[src/rtl/j204c_csr_init_pkg.sv]
// +--------------------------------------------------------------------------+
// | j204c_csr_init_pkg                                                       |
// | Shared types for the JESD204C CSR init master.                           |
// | Revision: 1.0                                                            |
// +--------------------------------------------------------------------------+
`default_nettype none

package j204c_csr_init_pkg;

    localparam int c_wait_cnt_w = 24;

    typedef enum logic [1:0] {
        OP_WRITE = 2'd0,
        OP_POLL  = 2'd1,
        OP_WAIT  = 2'd2,
        OP_READ  = 2'd3
    } op_e;

    typedef enum logic [1:0] {
        ERR_NONE         = 2'd0,
        ERR_POLL_TIMEOUT = 2'd1,
        ERR_VERIFY       = 2'd2
    } err_code_e;

    typedef enum logic [2:0] {
        ST_IDLE     = 3'd0,
        ST_WR       = 3'd1,
        ST_RD       = 3'd2,
        ST_POLL_RD  = 3'd3,
        ST_POLL_GAP = 3'd4,
        ST_WAIT     = 3'd5,
        ST_VFY_RD   = 3'd6,
        ST_ERR      = 3'd7
    } state_e;

    // A WAIT of zero still occupies one cycle.
    function automatic logic [c_wait_cnt_w-1:0] wait_len(input logic [c_wait_cnt_w-1:0] n);
        return (n == '0) ? c_wait_cnt_w'(1) : n;
    endfunction

endpackage

`default_nettype wire

[src/rtl/j204c_csr_init_timer.sv]
// +--------------------------------------------------------------------------+
// | j204c_csr_init_timer                                                     |
// | Loadable down-counter; done is high on the last counted cycle.           |
// | Revision: 1.0                                                            |
// +--------------------------------------------------------------------------+
`default_nettype none

module j204c_csr_init_timer
    import j204c_csr_init_pkg::*;
#(
    parameter int W = c_wait_cnt_w
)(
    input  logic         mgmt_clk,
    input  logic         mgmt_reset_n,
    input  logic         load,
    input  logic [W-1:0] load_val,
    output logic         done
);

    logic [W-1:0] r_cnt;

    always_ff @(posedge mgmt_clk or negedge mgmt_reset_n) begin
        if (!mgmt_reset_n) begin
            r_cnt <= '0;
        end else if (load) begin
            r_cnt <= load_val;
        end else if (r_cnt != '0) begin
            r_cnt <= r_cnt - W'(1);
        end
    end

    assign done = (r_cnt <= W'(1));

endmodule

`default_nettype wire

[src/rtl/j204c_csr_init_master.sv]
// +--------------------------------------------------------------------------+
// | j204c_csr_init_master                                                    |
// | Avalon-MM initiator executing WRITE/READ/POLL/WAIT CSR commands.         |
// | Optional write-verify readback: define J204C_CSR_INIT_READBACK_EN.       |
// | Revision: 1.0                                                            |
// +--------------------------------------------------------------------------+
`default_nettype none

module j204c_csr_init_master
    import j204c_csr_init_pkg::*;
#(
    parameter int ADDR_W       = 10,
    parameter int POLL_TIMEOUT = 4096,
    parameter int POLL_GAP     = 16
)(
    input  logic              mgmt_clk,
    input  logic              mgmt_reset_n,
    input  logic              cmd_valid,
    output logic              cmd_ready,
    input  logic [1:0]        cmd_op,
    input  logic [ADDR_W-1:0] cmd_addr,
    input  logic [31:0]       cmd_data,
    input  logic [31:0]       cmd_mask,
    output logic              avs_chipselect,
    output logic [ADDR_W-1:0] avs_address,
    output logic              avs_read,
    output logic              avs_write,
    output logic [31:0]       avs_writedata,
    input  logic [31:0]       avs_readdata,
    input  logic              avs_waitrequest,
    output logic              rsp_valid,
    output logic [31:0]       rsp_data,
    output logic              busy,
    output logic              err,
    output logic [1:0]        err_code,
    input  logic              clr_err
);

    localparam int c_att_w = $clog2(POLL_TIMEOUT + 1);

    state_e                  r_state;
    state_e                  w_next_state;
    logic [31:0]             r_data;
    logic [31:0]             r_mask;
    logic [c_att_w-1:0]      r_attempts;
    logic                    w_accept;
    logic                    w_match;
    logic                    w_poll_miss;
    logic                    w_enter_err;
    err_code_e               w_err_code;
    logic                    w_timer_load;
    logic [c_wait_cnt_w-1:0] w_timer_val;
    logic                    w_timer_done;

    assign w_accept = (r_state == ST_IDLE) && cmd_valid && cmd_ready;
    assign w_match  = ((avs_readdata ^ r_data) & r_mask) == 32'd0;

    j204c_csr_init_timer #(
        .W (c_wait_cnt_w)
    ) u_timer (
        .mgmt_clk     (mgmt_clk),
        .mgmt_reset_n (mgmt_reset_n),
        .load         (w_timer_load),
        .load_val     (w_timer_val),
        .done         (w_timer_done)
    );

    always_ff @(posedge mgmt_clk or negedge mgmt_reset_n) begin
        if (!mgmt_reset_n) begin
            r_state <= ST_IDLE;
        end else begin
            r_state <= w_next_state;
        end
    end

    always_comb begin
        w_next_state = r_state;
        w_timer_load = 1'b0;
        w_timer_val  = wait_len(cmd_data[c_wait_cnt_w-1:0]);
        w_poll_miss  = 1'b0;
        w_enter_err  = 1'b0;
        w_err_code   = ERR_NONE;
        case (r_state)
            ST_IDLE: begin
                if (w_accept) begin
                    case (op_e'(cmd_op))
                        OP_WRITE: w_next_state = ST_WR;
                        OP_READ:  w_next_state = ST_RD;
                        OP_POLL:  w_next_state = ST_POLL_RD;
                        OP_WAIT: begin
                            w_next_state = ST_WAIT;
                            w_timer_load = 1'b1;
                        end
                        default:  w_next_state = ST_IDLE;
                    endcase
                end
            end
            ST_WR: begin
                if (!avs_waitrequest) begin
`ifdef J204C_CSR_INIT_READBACK_EN
                    w_next_state = ST_VFY_RD;
`else
                    w_next_state = ST_IDLE;
`endif
                end
            end
            ST_RD: begin
                if (!avs_waitrequest) begin
                    w_next_state = ST_IDLE;
                end
            end
            ST_POLL_RD: begin
                if (!avs_waitrequest) begin
                    if (w_match) begin
                        w_next_state = ST_IDLE;
                    end else begin
                        w_poll_miss = 1'b1;
                        if (r_attempts + c_att_w'(1) == c_att_w'(POLL_TIMEOUT)) begin
                            w_next_state = ST_ERR;
                            w_enter_err  = 1'b1;
                            w_err_code   = ERR_POLL_TIMEOUT;
                        end else begin
                            w_next_state = ST_POLL_GAP;
                            w_timer_load = 1'b1;
                            w_timer_val  = c_wait_cnt_w'(POLL_GAP);
                        end
                    end
                end
            end
            ST_POLL_GAP: begin
                if (w_timer_done) begin
                    w_next_state = ST_POLL_RD;
                end
            end
            ST_WAIT: begin
                if (w_timer_done) begin
                    w_next_state = ST_IDLE;
                end
            end
`ifdef J204C_CSR_INIT_READBACK_EN
            ST_VFY_RD: begin
                if (!avs_waitrequest) begin
                    if (w_match) begin
                        w_next_state = ST_IDLE;
                    end else begin
                        w_next_state = ST_ERR;
                        w_enter_err  = 1'b1;
                        w_err_code   = ERR_VERIFY;
                    end
                end
            end
`endif
            ST_ERR: begin
                if (clr_err) begin
                    w_next_state = ST_IDLE;
                end
            end
            default: w_next_state = ST_IDLE;
        endcase
    end

    always_ff @(posedge mgmt_clk or negedge mgmt_reset_n) begin
        if (!mgmt_reset_n) begin
            r_data     <= '0;
            r_mask     <= '0;
            r_attempts <= '0;
        end else if (w_accept) begin
            r_data     <= cmd_data;
            r_mask     <= cmd_mask;
            r_attempts <= '0;
        end else if (w_poll_miss) begin
            r_attempts <= r_attempts + c_att_w'(1);
        end
    end

    // Outputs are registered from the next state so they line up with it.
    always_ff @(posedge mgmt_clk or negedge mgmt_reset_n) begin
        if (!mgmt_reset_n) begin
            cmd_ready      <= 1'b0;
            busy           <= 1'b0;
            avs_chipselect <= 1'b0;
            avs_read       <= 1'b0;
            avs_write      <= 1'b0;
            avs_address    <= '0;
            avs_writedata  <= '0;
            rsp_valid      <= 1'b0;
            rsp_data       <= '0;
            err            <= 1'b0;
            err_code       <= ERR_NONE;
        end else begin
            cmd_ready      <= (w_next_state == ST_IDLE);
            busy           <= (w_next_state != ST_IDLE);
            avs_write      <= (w_next_state == ST_WR);
            avs_read       <= (w_next_state == ST_RD) || (w_next_state == ST_POLL_RD) ||
                              (w_next_state == ST_VFY_RD);
            avs_chipselect <= (w_next_state == ST_WR) || (w_next_state == ST_RD) ||
                              (w_next_state == ST_POLL_RD) || (w_next_state == ST_VFY_RD);
            if (w_accept) begin
                avs_address <= cmd_addr;
                if (op_e'(cmd_op) == OP_WRITE) begin
                    avs_writedata <= cmd_data;
                end
            end
            rsp_valid <= (r_state == ST_RD) && !avs_waitrequest;
            if ((r_state == ST_RD) && !avs_waitrequest) begin
                rsp_data <= avs_readdata;
            end
            err <= (w_next_state == ST_ERR);
            if (w_enter_err) begin
                err_code <= w_err_code;
            end else if (w_next_state != ST_ERR) begin
                err_code <= ERR_NONE;
            end
        end
    end

endmodule

`default_nettype wire

[config.mk]
export PLATFORM = sky130hd
export DESIGN_NAME = j204c_csr_init_master
export DESIGN_NICKNAME = d
export VERILOG_FILES = /design/src/rtl/j204c_csr_init_pkg.sv /design/src/rtl/j204c_csr_init_timer.sv /design/src/rtl/j204c_csr_init_master.sv
export SDC_FILE = /design/constraint.sdc
export NUM_CORES = 1
export LEC_CHECK = 0
export CAP_MARGIN = 20
export CORE_MARGIN = 4
export CORE_UTILIZATION = 50
export CTS_CLUSTER_SIZE = 14
export DETAILED_ROUTE_END_ITERATION = 8
export PLACE_DENSITY = 0.91
export SLEW_MARGIN = 10
export SYNTH_ARGS = -nofsm -noshare
export SYNTH_HDL_FRONTEND = slang
export SYNTH_SLANG_ARGS = --single-unit
[constraint.sdc]
create_clock -name mgmt_clk -period 3.2 [get_ports mgmt_clk]
set_clock_uncertainty 0.15 [all_clocks]
set_input_delay 0.64 -clock mgmt_clk [delete_from_list [all_inputs] [get_ports mgmt_clk]]
set_output_delay 0.64 -clock mgmt_clk [all_outputs]
set_load 0.02 [all_outputs]
==> metrics <==
worst slack at placement=-0.157 ns; vertical die dimension=between 100 and 150 µm; number of hold-repair buffers added at the cts stage=0; clock share of power=0.207; die footprint=about 0.019 mm²; vias in the first global route=about 7000; starting density of the core=0.510; count of H-tree levels built during CTS=4; Syn Inst Count=819; Final HPWL DP=16800 µm; Lkg Pwr=5.10 nW; final weighted congestion in routability-driven placement=about 0.84; class of the worst hold path=input pin to async pin; Post-synth top flop=sky130_fd_sc_hd__dfrtp_1; EDFF count, synth=0; Total Power Consumption=between 0.01 and 0.015 W; part of the total power dissipated in sequential elements=0.394; GRT Resource Usage Total=0.256; Post-Synthesis Net Count=936; Logic pwr share=0.399; wirelength, routed=about 24000 µm; min cycle time layout=3.01 ns; DR WL/cell=about 19 µm; VDD IR max=between 500 and 600 µV; number of sinks on the clock net=approximately 190; post-synthesis register bit count=~190; number of CTS-inserted buffers=17; residual DRC count=0; iteration count of the initial detailed-routing pass=5; final cycle utilization of the critical path=0.941; cell type of the slowest stage on the worst timing path=sky130_fd_sc_hd__nor2_1; setup slack after layout=0.188 ns; per-instance average area after synthesis=between 10 and 15 µm²; series of cell instances along the critical path=clkdlybuf4s50_1, xor2_1, a22oi_1, nand4_1, nor4_4, nor2_1, nor2_1, a221o_1; Clock Path Buffers=2; final net count=between 1000 and 1500; initial drt markers=between 500 and 600; post-synthesis instance area=0.00842 mm²; core region area=between 0.015 and 0.02 mm²; CP Launch Type=input pin; library cell with the largest summed area after synthesis=sky130_fd_sc_hd__dfrtp_1; Port Buffer Count=about 190; Top delay family on crit path=simple AND/OR/NAND/NOR gates; Max-slew headroom=0.425; crit end category=flop; pin slew with the least headroom to its limit=between 0.8 and 0.9 ns; Storage cell area=0.00465 mm²; Worst-path clk slew=0.07 ns; Data arrival, critical path=about 3.2 ns; number of inserted filler cells in the final layout=1144; P_sw=between 0.003 and 0.004 W; launch point of the worst path=avs_readdata[12]; Root Buffer=sky130_fd_sc_hd__clkbuf_16; residual antenna-violating net count after detailed routing=0; async set-reset flop share out of synthesis=1.00; switching portion of total power=0.372; TritonCTS clock tree=built; dpl cell area=around 0.011 mm²; Antenna diodes=0; power density over cell area=925 mW/mm²; number of antenna violations at the first check in global routing=0; number of placement rows=47; crit-path most repeated cell=sky130_fd_sc_hd__nor2_1; Chip Width=138 µm; WS Path Type=input pin to flop; setup repair after global routing missed its margin=false; critical path fanouts, max=13; sequential-to-total area share from yosys stat=0.553; multi-input combinational cell area=0.00358 mm²; total via count in the routed design=between 6000 and 7000; internal power consumption=about 0.0066 W; total of endpoints with negative setup slack in the final report=0; max capacitance violation total=0; post-route cell area=roughly 0.011 mm²; gr ovfl total=0; boundary pin count=a little under 200; # resized after CTS=0; pins over their slew limit=0; area delta synth->final=34.3%; number of different library cells in the post-synthesis netlist=just under 60; yosys synthesis warning count=0; hold_ws=between 0.02 and 0.03 ns; final hold vios=0; ranking of synthesized cells by area=sky130_fd_sc_hd__dfrtp_1 55%, sky130_fd_sc_hd__nand2_1 12%, sky130_fd_sc_hd__mux2_2 9.0%; Vias per Instance=approximately 5.6; global-route wire length before repair=roughly 37000 µm; worst path required time=between 3 and 4 ns; buffer count from post-CTS setup fixing=0; FF-to-FF Start=u_timer.r_cnt[10]$_DFFE_PN0P_; Max Clk Rate=332 MHz; largest net degree at the start of global routing=81; Skew-Pair Late Insertion Delay=around 0.44 ns; area fraction of the dominant cell type after synthesis=0.553; Worst Path Buf+Inv=1; status=completed; Critical Path Max Stage Delay=roughly 0.66 ns; layout cells sized above 1=0.133
[stage by stage]
step	utilization	std cells	setup TNS (ns)
2_1_floorplan	-	819	0
5_1_grt	0.684	1248	0
4_1_cts	0.684	1248	0
3_5_place_dp	0.647	1216	-0.851
6_report	0.684	1248	0
3_3_place_gp	0.647	1216	-0.163
[sequential cells by signal, indices dropped and copies added, names as in the netlist, 3 cells and up]
name / cells
r_mask: 32
r_attempts: 13
u_timer.r_cnt: 24
avs_address: 10
rsp_data: 32
r_state: 3
avs_writedata: 32
r_data: 32
[cells in the mapped netlist (3+ instances only)]
cell type and n:
sky130_fd_sc_hd__xor2_1 42, sky130_fd_sc_hd__and3_1 5, sky130_fd_sc_hd__o22ai_1 3, sky130_fd_sc_hd__dfrtp_1 186, sky130_fd_sc_hd__nor4_1 19, sky130_fd_sc_hd__o31ai_1 14, sky130_fd_sc_hd__a21oi_1 6, sky130_fd_sc_hd__a22oi_1 19
sky130_fd_sc_hd__or3_1 5, sky130_fd_sc_hd__nand2_1 270, sky130_fd_sc_hd__buf_2 5, sky130_fd_sc_hd__mux2i_1 6, sky130_fd_sc_hd__mux2_2 67, sky130_fd_sc_hd__nor3_1 12, sky130_fd_sc_hd__nand3_1 8, sky130_fd_sc_hd__a221o_1 3
sky130_fd_sc_hd__xnor2_1 16, sky130_fd_sc_hd__nor2_1 24, sky130_fd_sc_hd__o21ai_0 12, sky130_fd_sc_hd__ha_1 4, sky130_fd_sc_hd__clkbuf_1 32, sky130_fd_sc_hd__and4_1 3, sky130_fd_sc_hd__nand4_1 10, sky130_fd_sc_hd__inv_1 9
[layout make-up]
| class | count | area share |
|---|---|---|
| clock buffers | 17 | 0.0376 |
| clock inverters | 15 | 0.0165 |
| inverters | 9 | 0.00299 |
| multi-input cells | 585 | 0.317 |
| flip-flops and latches | 186 | 0.412 |
| well taps | 220 | 0.0243 |
| repair buffers | 216 | 0.190 |
[cell usage in the layout (no fill, tap or decap), drive strengths merged, types with 2 or more instances in the layout]
cell type      count
nand2            270
clkdlybuf4s50    193
dfrtp            186
mux2              67
xor2              42
nor2              26
buf               22
nor4              21
a22oi             19
clkbuf            18
xnor2             16
o31ai             15
inv               15
nor3              13
o21ai             12
nand4             10
nand3              8
a21oi              6
mux2i              6
or3                5
and3               5
clkinv             5
ha                 4
and4               3
o22ai              3
a221o              3
nor2b              2
and2               2
a311oi             2
nor3b              2
clkinvlp           2
bufinv             2
or2                2
[final timing paths]
| kind | to | slack, ns | depth (start not counted) |
|---|---|---|---|
| setup reg to reg | avs_chipselect$_DFF_PN0_ | 0.32 | 7 |
| min in group mgmt_clk | avs_address[4]$_DFFE_PN0P_ | 0.33 | 2 |
| setup / recovery | r_attempts[7]$_DFFE_PN0P_ | 0.19 | 8 |
| hold reg to reg | avs_address[4]$_DFFE_PN0P_ | 0.33 | 2 |
| max in group asynchronous | avs_writedata[16]$_DFFE_PN0P_ | 2.06 | 2 |
| hold / removal | avs_address[2]$_DFFE_PN0P_ | 0.03 | 1 |
[power by group through the flow]
stage,Sequential [W],Combinational (W),Clock [W]
after detailed placement,0.00412,0.00416,0
after floorplan,0.00457,0.00185,0
after global routing,0.00423,0.00453,0.00229
final,0.00412,0.00417,0.00217
after global placement,0.00408,0.00403,0
after CTS,0.00411,0.00420,0.00219
[logic make-up after synthesis]
family / share of synthesized area
flip-flops: 0.553
adder cells (fa/ha/maj): 0.00594
AND/OR/NAND/NOR: 0.195
buffers and inverters: 0.0235
multiplexers: 0.0967
AO/OA/AOI/OAI: 0.0654
other: 0.000445
XOR/XNOR: 0.0603
[layer usage]
layer,GRT usage,up-vias,share of wire
met1,0.337,3436,0.40
met2,0.419,286,0.49
li1,-,3172,-
met5,0,-,0
met4,0.0823,0,0.022
met3,0.0650,39,0.083
Note: power is estimated with default switching activity, not from simulation.
